## src/rtl/apb_master_bridge.sv

```systemverilog
// APB4 requester: turns a valid/ready command stream into single APB transfers
// and returns each result (read data or timeout error) on a valid/ready response channel.
module apb_master_bridge #(
  parameter int DATA_WIDTH = 32,
  parameter int ADDR_WIDTH = 32,
  parameter int NBYTES     = DATA_WIDTH / 8,
  parameter int TIMEOUT    = 16
) (
  input  logic                  PCLK,
  input  logic                  PRESET,
  input  logic                  cmd_valid,
  output logic                  cmd_ready,
  input  logic                  cmd_write,
  input  logic [ADDR_WIDTH-1:0] cmd_addr,
  input  logic [DATA_WIDTH-1:0] cmd_wdata,
  input  logic [NBYTES-1:0]     cmd_strb,
  output logic                  rsp_valid,
  input  logic                  rsp_ready,
  output logic [DATA_WIDTH-1:0] rsp_rdata,
  output logic                  rsp_err,
  output logic                  PSELx,
  output logic                  PENABLE,
  output logic                  PWRITE,
  output logic [ADDR_WIDTH-1:0] PADDR,
  output logic [NBYTES-1:0]     PSTRB,
  output logic [DATA_WIDTH-1:0] PWDATA,
  input  logic [DATA_WIDTH-1:0] PRDATA,
  input  logic                  PREADY
);

  localparam int CW = $clog2(TIMEOUT + 1);
  localparam logic [CW-1:0] CNT_LAST = CW'(TIMEOUT - 1);

  typedef enum logic [1:0] {IDLE, SETUP, ACCESS} state_t;

  state_t                  state_q, state_d;
  logic                    cmd_en_q;
  logic                    psel_q, psel_d;
  logic                    penable_q, penable_d;
  logic                    pwrite_q, pwrite_d;
  logic [ADDR_WIDTH-1:0]   paddr_q, paddr_d;
  logic [NBYTES-1:0]       pstrb_q, pstrb_d;
  logic [DATA_WIDTH-1:0]   pwdata_q, pwdata_d;
  logic [CW-1:0]           wait_cnt_q, wait_cnt_d;
  logic                    rsp_valid_q, rsp_valid_d;
  logic                    rsp_err_q, rsp_err_d;
  logic [DATA_WIDTH-1:0]   rsp_rdata_q, rsp_rdata_d;

  // cmd_en_q keeps cmd_ready low while PRESET is asserted and until the first edge after release
  assign cmd_ready = cmd_en_q && (state_q == IDLE) && !rsp_valid_q;

  assign PSELx     = psel_q;
  assign PENABLE   = penable_q;
  assign PWRITE    = pwrite_q;
  assign PADDR     = paddr_q;
  assign PSTRB     = pstrb_q;
  assign PWDATA    = pwdata_q;
  assign rsp_valid = rsp_valid_q;
  assign rsp_err   = rsp_err_q;
  assign rsp_rdata = rsp_rdata_q;

  always_ff @(posedge PCLK or posedge PRESET) begin
    if (PRESET) begin
      state_q     <= IDLE;
      cmd_en_q    <= 1'b0;
      psel_q      <= 1'b0;
      penable_q   <= 1'b0;
      pwrite_q    <= 1'b0;
      paddr_q     <= '0;
      pstrb_q     <= '0;
      pwdata_q    <= '0;
      wait_cnt_q  <= '0;
      rsp_valid_q <= 1'b0;
      rsp_err_q   <= 1'b0;
      rsp_rdata_q <= '0;
    end else begin
      state_q     <= state_d;
      cmd_en_q    <= 1'b1;
      psel_q      <= psel_d;
      penable_q   <= penable_d;
      pwrite_q    <= pwrite_d;
      paddr_q     <= paddr_d;
      pstrb_q     <= pstrb_d;
      pwdata_q    <= pwdata_d;
      wait_cnt_q  <= wait_cnt_d;
      rsp_valid_q <= rsp_valid_d;
      rsp_err_q   <= rsp_err_d;
      rsp_rdata_q <= rsp_rdata_d;
    end
  end

  always_comb begin
    state_d     = state_q;
    psel_d      = psel_q;
    penable_d   = penable_q;
    pwrite_d    = pwrite_q;
    paddr_d     = paddr_q;
    pstrb_d     = pstrb_q;
    pwdata_d    = pwdata_q;
    wait_cnt_d  = wait_cnt_q;
    rsp_valid_d = rsp_valid_q;
    rsp_err_d   = rsp_err_q;
    rsp_rdata_d = rsp_rdata_q;

    // Data and error fields stay put after the handshake; only valid drops.
    if (rsp_valid_q && rsp_ready) begin
      rsp_valid_d = 1'b0;
    end

    case (state_q)
      IDLE: begin
        if (cmd_valid && cmd_ready) begin
          state_d   = SETUP;
          psel_d    = 1'b1;
          penable_d = 1'b0;
          paddr_d   = cmd_addr;
          pwrite_d  = cmd_write;
          pstrb_d   = cmd_write ? cmd_strb : '0;
          pwdata_d  = cmd_write ? cmd_wdata : '0;
        end
      end
      SETUP: begin
        state_d    = ACCESS;
        penable_d  = 1'b1;
        wait_cnt_d = '0;
      end
      ACCESS: begin
        if (PREADY) begin
          state_d     = IDLE;
          psel_d      = 1'b0;
          penable_d   = 1'b0;
          rsp_valid_d = 1'b1;
          rsp_err_d   = 1'b0;
          rsp_rdata_d = pwrite_q ? '0 : PRDATA;
        end else if (wait_cnt_q == CNT_LAST) begin
          // Slave stalled for TIMEOUT access cycles: abandon and flag the error.
          state_d     = IDLE;
          psel_d      = 1'b0;
          penable_d   = 1'b0;
          rsp_valid_d = 1'b1;
          rsp_err_d   = 1'b1;
          rsp_rdata_d = '0;
        end else begin
          wait_cnt_d = wait_cnt_q + 1'b1;
        end
      end
      default: begin
        state_d = IDLE;
      end
    endcase
  end

endmodule

```

## config.mk

```make
export PLATFORM = sky130hd
export DESIGN_NAME = apb_master_bridge
export DESIGN_NICKNAME = d
export VERILOG_FILES = /design/src/rtl/apb_master_bridge.sv
export SDC_FILE = /design/constraint.sdc
export NUM_CORES = 1
export LEC_CHECK = 0
export ABC_CLOCK_PERIOD_IN_PS = 10600
export BUFFER_PORTS_ARGS = -buffer_cell sky130_fd_sc_hd__buf_2
export CAP_MARGIN = 10
export CORE_MARGIN = 2
export CORE_UTILIZATION = 51
export CTS_CLUSTER_SIZE = 8
export DETAILED_ROUTE_END_ITERATION = 8
export GPL_TIMING_DRIVEN = 0
export PLACE_DENSITY = 0.89
export SYNTH_ARGS = -nofsm -noshare
export SYNTH_HDL_FRONTEND = slang
export SYNTH_SLANG_ARGS = --single-unit
```

## constraint.sdc

```tcl
create_clock -name PCLK -period 10.6 [get_ports PCLK]
set_input_delay 1.06 -clock PCLK [delete_from_list [all_inputs] [get_ports PCLK]]
set_output_delay 1.06 -clock PCLK [all_outputs]
set_load 0.01 [all_outputs]
```

Yosys cells after proc, flatten, opt, wreduce, memory -nomap -nowiden. Index checks and enable logic that the tools add are counted.

Multiply operators: 0. Add/sub/neg operators: 1. Magnitude comparators: 0. Div/mod/pow operators: 0. Equality and inequality tests: 7. Multiplexer cells: 24. Shift-type cells: 0. Reduce and logical (&&, ||, !) cells: 16. Bitwise operators: 0.

Operator list (number): 32-bit 2-to-1 mux (4); 1-bit 2-to-1 mux (10); 5-bit 2-to-1 mux (2); 5-bit case mux with 2 select lines (1); 3-bit AND reduction (3); 2-bit 2-to-1 mux (3); 2-bit case mux with 3 select lines (1); 2-bit AND reduction (3); 2-bit nonzero test (3); 5-bit by 1-bit adder with 5-bit output, second input constant (1); 5-bit by 4-bit equality test with 1-bit output, second input constant (1); 1-bit logical AND (4); 4-bit 2-to-1 mux (1); 2-bit inequality test, second input constant (2); 3-bit inequality test, second input constant (1); 1-bit case mux with 3 select lines (1); 3-bit nonzero test (1); 2-bit by 1-bit equality test with 1-bit output, second input constant (1); 2-bit equality test, second input constant (1); 2-bit logical NOT (1); 2-bit by 1-bit inequality test with 1-bit output, second input constant (1); 1-bit case mux with 2 select lines (1); 1-bit logical NOT (1).

Output and inout port bits: 106. Bits in latches: 0. Bits of input ports: 106. Memory bits (writable): 0. Memories: 0. Memory bits (read-only): 0. Flip-flop bits (word level): 113. Word-level logic and storage cells: 60.

Longest topological paths before layout. Gate-level depths: netlist (run 1).

Depth after elaboration: 6. Gate-level depth with buffers: 6. Gate-level depth less buffers: 6.

Least setup slack after synthesis (run 1). No wires, ideal clock.

Path type: input-to-reg. Start point: input port PREADY. End point: register wait_cnt_q[3]. Required time: 10476 ps. Stages on the path: 3. Data arrival time: 1781 ps. Path buffers: 0. Library setup time: 124 ps. Setup slack: 8695 ps. Path through: nor2_1 -> a31oi_1 -> o31a_1.

Longest elaborated chain between the ends: 2.

Ends and longest elaborated chain: start: declaration (line 28) `input logic PREADY`; 2-bit inequality test (no source line); 3-bit AND reduction (no source line); end signal: assignment (line 85) `wait_cnt_q <= wait_cnt_d;`; end: declaration (line 44) `logic [CW-1:0] wait_cnt_q, wait_cnt_d;`.

Every way passes these cells. A chain may end at the register's enable or synchronous reset.

Worst setup path in the final report (run 1).
Start point: register state_q[0]. End point: output port cmd_ready.

Longest elaborated chain between the ends: 3.

Ends and longest elaborated chain: start: declaration (line 36) `state_t state_q, state_d;`; start signal: assignment (line 77) `state_q <= state_d;`; 2-bit logical NOT (line 50) `assign cmd_ready = cmd_en_q && (state_q == IDLE) && !rsp_valid_q;`; 1-bit logical AND (2 in a row) (line 50); end: declaration (line 12) `output logic cmd_ready,`.

Every way passes these cells.

==> impl_metrics.env, run 1 <==
export IMPL_syn_to_final_growth_pct=37.6
export IMPL_fillers=679
export IMPL_dieWidth_um=100
export IMPL_power_per_cell_area_nw_per_um2=280
export IMPL_ios=212
export IMPL_rsz0062_at_grt="no"
export IMPL_placed_area_sq_um=5940
export IMPL_n_antenna_cell=0
export IMPL_gp_congestion=0.786
export IMPL_synth_distinct_cells=34
export IMPL_cts_buffers=17
export IMPL_p_seq_share_pct=39.2
export IMPL_hold_path_class="flop to flop"
export IMPL_fin_crit_ns=2.56
export IMPL_hold_buffers=0
export IMPL_fin_crit_sh_pct=24.2
export IMPL_grt_max_degree=74
export IMPL_cp_slowest_stage_delay_ns=0.48
export IMPL_rows=35
export IMPL_crit_cells=2
export IMPL_tns_ns=0
export IMPL_start_util_pct=51.8
export IMPL_dp_cells=673
export IMPL_hold_violations=0
export IMPL_avgSynthCellArea_sq_um=13.4
export IMPL_fmaxAchievable_mhz=390
export IMPL_yosys_warnings=0
export IMPL_cts_sinks=113
export IMPL_root_buffer="clkbuf_8"
export IMPL_die_area_sq_um=10000
export IMPL_h_tree_depth=4
export IMPL_portBuffers=210
export IMPL_fin_cells=704
export IMPL_p_sw_share_pct=32.0
export IMPL_postSynthCellCount=351
export IMPL_cp_max_fo=7
export IMPL_power_switching_uw=582
export IMPL_ir_drop_v=0.000124
export IMPL_ys_seq_area_share_pct=59.9
export IMPL_rr_worst_depth=6
export IMPL_tritoncts="done"
export IMPL_ys_flop_type="dfrtp_1"
export IMPL_drc_errors=0
export IMPL_intPower_uw=1240
export IMPL_clk_pin_slew_ns=0.06
export IMPL_worstPathCellList="nor4b_4 > buf_2"
export IMPL_synthTopCellsByCount="113 x dfrtp_1, 41 x inv_1, 40 x nand2_1, 37 x a22o_1, 36 x mux2i_1"
export IMPL_finish_net_count=689
export IMPL_netlist_top_cells_area="dfrtp_1 60%, mux2_4 9.5%, mux2i_1 7.6%, a22o_1 6.9%, inv_1 3.3%"
export IMPL_ctsResizeCount=0
export IMPL_netlist_area_sq_um=4720
export IMPL_worstPathArrival_ns=1.50
export IMPL_cts_setup_buffers=0
export IMPL_synth_fp_nets=459
export IMPL_endpoint_kind="primary output"
export IMPL_async_flop_share_pct=100
export IMPL_startpoint_type="flop"
export IMPL_antenna_found_initial=0
export IMPL_yosys_area_top_type="dfrtp_1"
export IMPL_pwr_share_comb_pct=32.0
export IMPL_tightest_slew_ns=0.550
export IMPL_rrSetupSlack_ns=8.48
export IMPL_synth_edf_count=0
export IMPL_dp_hpwl_mm=7.73
export IMPL_cp_slowest_cell="dfrtp_1"
export IMPL_hold_path_depth=1
export IMPL_drive_gt1_share_pct=49.1
export IMPL_num_vias=3491
export IMPL_grt_pass1_vias=3715
export IMPL_avgViaCountPerCell=4.96
export IMPL_clock_skew_ns=0.0111
export IMPL_max_slew_margin_pct=63.2
export IMPL_antenna_left=0
export IMPL_drtIter0Drc=153
export IMPL_wl_per_cell_um=15.7
export IMPL_crit_type="flop to primary output"
export IMPL_synth_most_common_cell="dfrtp_1"
export IMPL_p_leak_uw=0.00344
export IMPL_synth_ff_latch_count=113
export IMPL_setup_viol=0
export IMPL_die_h_um=100
export IMPL_status="finished clean"
export IMPL_drv_slew=0
export IMPL_grtUsageTotal_pct=22.1
export IMPL_drv_cap=0
export IMPL_core_sq_um=9110
export IMPL_overflow=0
export IMPL_utilization_pct=71.3
export IMPL_synth_top_area_share_pct=59.9
export IMPL_crit_buf_inv=1
export IMPL_grt_pass1_wl_mm=17.2
export IMPL_finalInstanceArea_sq_um=6490
export IMPL_required_ns=9.54
export IMPL_firstDrtPassIters=4
export IMPL_crit_family="flip-flops"
export IMPL_wl_mm=11.1
export IMPL_clkPwrFrac_pct=28.8
export IMPL_clkLatencyLatePin_ns=0.50
export IMPL_clk_path_buf_depth=2
[cell type report]
class / instances / area [sq um] / area share (%)
Tap cell: 111 / 139 / 2.14
Clock inverter: 11 / 108 / 1.66
Multi-Input combinational cell: 177 / 1550 / 23.9
Buffer: 20 / 186 / 2.87
Timing Repair Buffer: 211 / 1080 / 16.6
Inverter: 41 / 156 / 2.41
Sequential cell: 113 / 2830 / 43.6
Clock buffer: 20 / 445 / 6.86
[registers in the layout, indices dropped and copies added (netlist names), 2 cells and up]
signal	flops
PADDR	32
wait_cnt_q	5
PWDATA	32
state_q	2
rsp_rdata	32
PSTRB	4
[metal layers]
metal	routed length, um	share of wire [%]	GRT usage [%]	up-vias
met5	0	0	0	-
met3	623	5.6	6.41	17
li1	-	-	-	1652
met4	150	1.4	6.95	0
met1	4580	41	27.1	1682
met2	5700	52	37.8	140
[layout by cell type, fill, tap and decap left out, drive strengths merged, types with 2 or more instances in the layout]
cell type and instances:
a21oi 3, clkbuf 26, nor2b 3, inv 43, clkinv 3, dfrtp 113
clkinvlp 5, nand2 40, o21ai 2, buf 225, a21o 2, mux2i 36
and3 2, mux2 33, a22o 37, nor2 3, ha 2
[power by group through the flow]
stage	logic [uW]	clock network, uW	registers, uW
floorplan	258	0	787
global placement	567	0	699
detailed placement	588	0	711
CTS	592	536	711
global route	632	553	732
finish	582	524	713
[through the flow]
| step | setup WS [ns] | hold WS [ns] | total power (uW) |
|---|---|---|---|
| after detailed placement | 8.36 | 0.472 | 1300 |
| final | 8.04 | 0.486 | 1820 |
| after global placement | 5.50 | 0.456 | 1270 |
| after global routing | 7.96 | 0.496 | 1920 |
| after CTS | 8.02 | 0.485 | 1840 |
| after floorplan | 6.55 | 0.497 | 1040 |
[final timing paths]
kind | end | from
max in group asynchronous | PWDATA[17] | PRESET
min in group asynchronous | rsp_rdata[26] | PRESET
worst min-delay path | PADDR[27] | PADDR[27]
worst min register to register | PADDR[27] | PADDR[27]
worst max-delay path | cmd_ready | state_q[0]
worst max register to register | wait_cnt_q[3] | wait_cnt_q[0]
[cell families after synthesis]
group | after synthesis | share of synthesized area [%]
DFF | 113 | 59.9
muxes | 69 | 17.9
buffers and inverters | 61 | 7.21
and+or+nand+nor | 55 | 5.60
AOI/OAI and AO/OA | 50 | 8.73
adders and majority gates | 2 | 0.530
other | 1 | 0.0795
Power figures use the tool's default switching activity.
==> run 2: changes to the inputs <==
- ABC_CLOCK_PERIOD_IN_PS: 10600 -> 2500
- CORE_UTILIZATION: 51 -> 47
- PLACE_DENSITY: 0.89 -> 0.83
- clock period: 10.6 -> 2.5 ns (I/O delays scaled with it)
==> impl_metrics.env, run 2 (synthesis results as in run 1) <==
export IMPL_avgViaCountPerCell=4.89
export IMPL_syn_to_final_growth_pct=58.9
export IMPL_ir_drop_v=0.000601
export IMPL_drc_errors=0
export IMPL_rows=36
export IMPL_clkPwrFrac_pct=27.4
export IMPL_worst_path_most_repeated_cell="ha_1"
export IMPL_status="finished clean"
export IMPL_grtUsageTotal_pct=26.4
export IMPL_clkLatencyLatePin_ns=0.50
export IMPL_worstPathCellList="ha_1 > and3_1 > ha_1 > o21ai_1 > buf_2 > a22o_1"
export IMPL_drv_slew=0
export IMPL_clk_pin_slew_ns=0.06
export IMPL_portBuffers=210
export IMPL_ios=212
export IMPL_core_sq_um=9770
export IMPL_root_buffer="clkbuf_8"
export IMPL_drtIter0Drc=256
export IMPL_grt_max_degree=47
export IMPL_firstDrtPassIters=4
export IMPL_fillers=603
export IMPL_rsz0062_at_grt="no"
export IMPL_gp_congestion=0.794
export IMPL_setup_viol=0
export IMPL_p_sw_share_pct=32.1
export IMPL_required_ns=2.93
export IMPL_power_switching_uw=2520
export IMPL_dieWidth_um=104
export IMPL_critPathLaunch="wait_cnt_q[0]"
export IMPL_grt_pass1_wl_mm=22.3
export IMPL_p_leak_uw=0.00385
export IMPL_antenna_found_initial=0
export IMPL_cp_max_fo=10
export IMPL_clk_path_buf_depth=2
export IMPL_fin_crit_sh_pct=84.9
export IMPL_multi_input_area_sq_um=1550
export IMPL_overflow=0
export IMPL_pwr_share_comb_pct=33.8
export IMPL_n_antenna_cell=0
export IMPL_fin_crit_ns=2.12
export IMPL_intPower_uw=5330
export IMPL_startpoint_type="flop"
export IMPL_endpoint_kind="flop"
export IMPL_power_per_cell_area_nw_per_um2=1050
export IMPL_dp_hpwl_mm=7.85
export IMPL_crit_type="flop to flop"
export IMPL_tns_ns=0
export IMPL_finish_net_count=788
export IMPL_tritoncts="done"
export IMPL_max_slew_margin_pct=58.4
export IMPL_tightest_slew_ns=0.623
export IMPL_cts_sinks=113
export IMPL_p_seq_share_pct=38.8
export IMPL_die_area_sq_um=10900
export IMPL_start_util_pct=48.3
export IMPL_cp_slowest_stage_delay_ns=0.44
export IMPL_die_h_um=104
export IMPL_cts_buffers=17
export IMPL_mostFrequentLayoutCells="216 x buf_2, 113 x dfrtp_1, 98 x dlygate4sd3_1"
export IMPL_hold_violations=0
export IMPL_wl_per_cell_um=16.6
export IMPL_h_tree_depth=4
export IMPL_hold_start="cmd_strb[0]"
export IMPL_worstPathArrival_ns=2.55
export IMPL_drive_gt1_share_pct=42.2
export IMPL_fmaxAchievable_mhz=471
export IMPL_cp_slowest_cell="o21ai_1"
export IMPL_num_vias=4035
export IMPL_hold_path_class="input port to flop"
export IMPL_grt_pass1_vias=4441
export IMPL_clock_skew_ns=0.00739
export IMPL_utilization_pct=76.7
export IMPL_antenna_left=0
export IMPL_r2r_start="wait_cnt_q[0]"
export IMPL_wl_mm=13.7
export IMPL_regArea_sq_um=2830
export IMPL_drv_cap=0
export IMPL_mostFrequentLayoutCell="buf_2"
run 2: cell count changes in the layout (fill, tap and decap cells not counted), sizes merged:
cell / before / now
dlygate4sd3: 0 / 98
buf: 225 / 226
inv: 43 / 40
clkinv: 3 / 6
run 2: path summary, 6_finish.rpt:
check,end,slack [ns],cells past startpoint
hold reg to reg,PSELx,0.49,1
setup / recovery,rsp_rdata[20],0.38,6
setup reg to reg,rsp_rdata[20],0.38,6
min in group asynchronous,PADDR[23],0.40,3
max in group asynchronous,PADDR[5],1.48,4
hold / removal,PSTRB[0],0.02,3
run 2: worst max-delay path: cells and delay by family (launching register included):
family,cells,cell delay (ns)
compound gates,2,0.66
fa+ha+maj,2,0.46
flops,1,0.42
buf+inv,1,0.33
simple gates,1,0.19
run 2: metrics by stage:
step / hold WS, ns / setup WS, ns / power [uW] / area (sq um) / cells
after detailed placement: 0.363 / 0.415 / 5510 / 5980 / 696
after CTS: 0.00306 / 0.363 / 7820 / 7480 / 824
after floorplan: 0.336 / 0.662 / 4430 / 4720 / 351
after global routing: 0.00537 / 0.215 / 8250 / 7490 / 825
final: 0.0230 / 0.377 / 7850 / 7490 / 825
after global placement: 0.432 / 0.259 / 5370 / 5940 / 694
run 2: layer usage:
| metal | part of all wire [%] | vias to the layer above | GRT usage, % |
|---|---|---|---|
| li1 | - | 1851 | - |
| met5 | 0 | - | 0 |
| met3 | 5.5 | 27 | 6.95 |
| met2 | 55 | 170 | 48.5 |
| met1 | 37 | 1987 | 29.1 |
| met4 | 2.1 | 0 | 10.1 |
run 2: layout make-up:
| type | instances | share of cell area (%) |
|---|---|---|
| flip-flops and latches | 113 | 37.7 |
| clock buffers | 20 | 5.94 |
| multi-input cells | 177 | 20.7 |
| inverters | 41 | 2.10 |
| well taps | 133 | 2.22 |
| plain buffers | 20 | 2.49 |
| repair buffers | 310 | 27.6 |
| clock inverters | 11 | 1.20 |
run 2: power by group through the flow:
stage	clock network, uW	registers, uW	logic [uW]
after CTS	2190	3000	2630
after global placement	0	2960	2410
after floorplan	0	3330	1090
after detailed placement	0	3010	2500
after global routing	2280	3130	2850
final	2150	3050	2650
run 2: timing repair:
action | 4_1_cts | 5_1_grt
hold endpoints to repair | 121 | 1
hold buffers | 97 | 1
resized for setup | 0 | 0
setup buffers | 0 | 0
setup endpoints to repair | 0 | 0
==> run 3: changes to the inputs <==
- ABC_CLOCK_PERIOD_IN_PS: 2500 -> 2200
- clock period: 2.5 -> 2.2 ns (I/O delays scaled with it)
==> impl_metrics.env, run 3 (synthesis results as in run 1) <==
export IMPL_worstPathCellList="ha_1 > and3_1 > ha_1 > o21ai_2 > buf_2 > a22o_1"
export IMPL_worstHoldEndpoint="PWDATA[31]"
export IMPL_p_leak_uw=0.00387
export IMPL_fmaxAchievable_mhz=506
export IMPL_tns_ns=0
export IMPL_clock_skew_ns=0.00849
export IMPL_antenna_found_initial=0
export IMPL_core_sq_um=9770
export IMPL_setup_ws_ns=0.223
export IMPL_finish_net_count=793
export IMPL_setup_viol=0
export IMPL_gp_congestion=0.794
export IMPL_power_switching_uw=2880
export IMPL_crit_type="flop to flop"
export IMPL_intPower_uw=6060
export IMPL_drive_gt1_share_pct=42.2
export IMPL_pwr_share_comb_pct=33.9
export IMPL_max_slew_margin_pct=58.3
export IMPL_clkLatencyLatePin_ns=0.50
export IMPL_clkPwrFrac_pct=27.4
export IMPL_ios=212
export IMPL_cts_setup_buffers=0
export IMPL_firstDrtPassIters=4
export IMPL_hold_start="cmd_write"
export IMPL_h_tree_depth=4
export IMPL_grt_pass1_wl_mm=22.6
export IMPL_drv_slew=0
export IMPL_overflow=0
export IMPL_drc_errors=0
export IMPL_num_vias=4121
export IMPL_utilization_pct=77.3
export IMPL_fillers=593
export IMPL_portBuffers=210
export IMPL_ir_drop_v=0.000693
export IMPL_r2r_start="wait_cnt_q[0]"
export IMPL_fin_cells=830
export IMPL_rr_worst_depth=6
export IMPL_clk_pin_slew_ns=0.06
export IMPL_worst_path_most_repeated_cell="ha_1"
export IMPL_required_ns=2.62
export IMPL_tightest_slew_ns=0.624
export IMPL_worstPathArrival_ns=2.40
export IMPL_syn_to_final_growth_pct=60.1
export IMPL_rows=36
export IMPL_drtIter0Drc=232
export IMPL_grt_pass1_vias=4465
export IMPL_fin_crit_ns=1.98
export IMPL_wl_mm=14.0
export IMPL_p_sw_share_pct=32.2
export IMPL_crit_buf_inv=1
export IMPL_tritoncts="done"
export IMPL_mostFrequentLayoutCells="216 x buf_2, 113 x dfrtp_1, 103 x dlygate4sd3_1"
export IMPL_die_area_sq_um=10900
export IMPL_power_per_cell_area_nw_per_um2=1180
export IMPL_clk_path_buf_depth=2
export IMPL_grt_max_degree=47
export IMPL_hold_path_depth=3
export IMPL_startpoint_type="flop"
export IMPL_n_antenna_cell=0
export IMPL_fin_crit_sh_pct=89.9
export IMPL_cts_sinks=113
export IMPL_drv_cap=0
export IMPL_cp_slowest_stage_delay_ns=0.42
export IMPL_hold_violations=0
export IMPL_rrSetupSlack_ns=0.22
export IMPL_p_seq_share_pct=38.7
export IMPL_root_buffer="clkbuf_8"
export IMPL_crit_family="compound AO/OA/AOI/OAI gates"
export IMPL_mostFrequentLayoutCell="buf_2"
export IMPL_avgViaCountPerCell=4.97
export IMPL_cts_buffers=17
export IMPL_dp_slack_ns=0.115
export IMPL_status="finished clean"
export IMPL_dieWidth_um=104
export IMPL_cp_slowest_cell="dfrtp_1"
export IMPL_cp_max_fo=10
export IMPL_start_util_pct=48.3
export IMPL_dp_hpwl_mm=7.85
export IMPL_die_h_um=104
export IMPL_wl_per_cell_um=16.9
export IMPL_r2r_end="rsp_rdata[20]"
export IMPL_endpoint_kind="flop"
export IMPL_hold_path_class="input port to flop"
export IMPL_antenna_left=0
export IMPL_grtUsageTotal_pct=26.9
export IMPL_rsz0062_at_grt="no"
export IMPL_dp_cells=696
run 3: changes by cell type in the layout (fill, tap and decap cells not counted), sizes merged:
cell and delta:
dlygate4sd3 +5
run 3: how the worst max path moves through the flow:
stage / start / end / slack [ns] / cells past startpoint
after floorplan: wait_cnt_q[0] / wait_cnt_q[3] / 0.36 / 6
after global placement: PRESET / PADDR[11] / -0.01 / 2
after detailed placement: wait_cnt_q[0] / wait_cnt_q[3] / 0.11 / 6
after CTS: wait_cnt_q[0] / rsp_rdata[27] / 0.06 / 6
after global routing: wait_cnt_q[0] / wait_cnt_q[1] / 0.11 / 6
final: wait_cnt_q[0] / rsp_rdata[20] / 0.22 / 6
run 3: final cells by class:
| class | instances | area [sq um] | area share [%] |
|---|---|---|---|
| Sequential cell | 113 | 2830 | 37.4 |
| Timing Repair Buffer | 315 | 2120 | 28.1 |
| Multi-Input combinational cell | 177 | 1560 | 20.6 |
| Tap cell | 133 | 166 | 2.20 |
| Inverter | 41 | 158 | 2.09 |
| Buffer | 20 | 186 | 2.47 |
| Clock buffer | 20 | 445 | 5.90 |
| Clock inverter | 11 | 90.1 | 1.19 |
run 3: worst min-delay path: cells and delay by family:
family,cells,cell delay [ns]
buffers and inverters,1,0.25
multiplexers,1,0.06
AND/OR/NAND/NOR,1,0.13
run 3: power groups by stage:
stage / Sequential (uW) / Combinational [uW] / Clock (uW)
2_1_floorplan: 3790 / 1240 / 0
3_3_place_gp: 3370 / 2740 / 0
3_5_place_dp: 3420 / 2840 / 0
4_1_cts: 3410 / 2990 / 2490
5_1_grt: 3550 / 3260 / 2590
6_report: 3460 / 3040 / 2450
run 3: through the flow:
stage	instance area, sq um	hold slack, ns	total power (uW)
after floorplan	4720	0.306	5030
after global placement	5940	0.402	6110
after detailed placement	5980	0.333	6260
after CTS	7540	0.185	8890
after global routing	7550	0.237	9400
final	7550	0.213	8940
run 3: what timing repair did:
| action | CTS | global route |
|---|---|---|
| endpoints found under the hold margin | 127 | 0 |
| hold buffers | 103 | 0 |
| setup endpoints to repair | 0 | 33 |
| resized for setup | 0 | 2 |
run 3: metal layers:
metal / global-route usage (%) / vias to the layer above / part of all wire [%]
met2: 48.9 / 197 / 55
li1: - / 1863 / -
met3: 7.27 / 29 / 5.9
met1: 29.9 / 2032 / 37
met5: 0 / - / 0
met4: 10.6 / 0 / 2.2
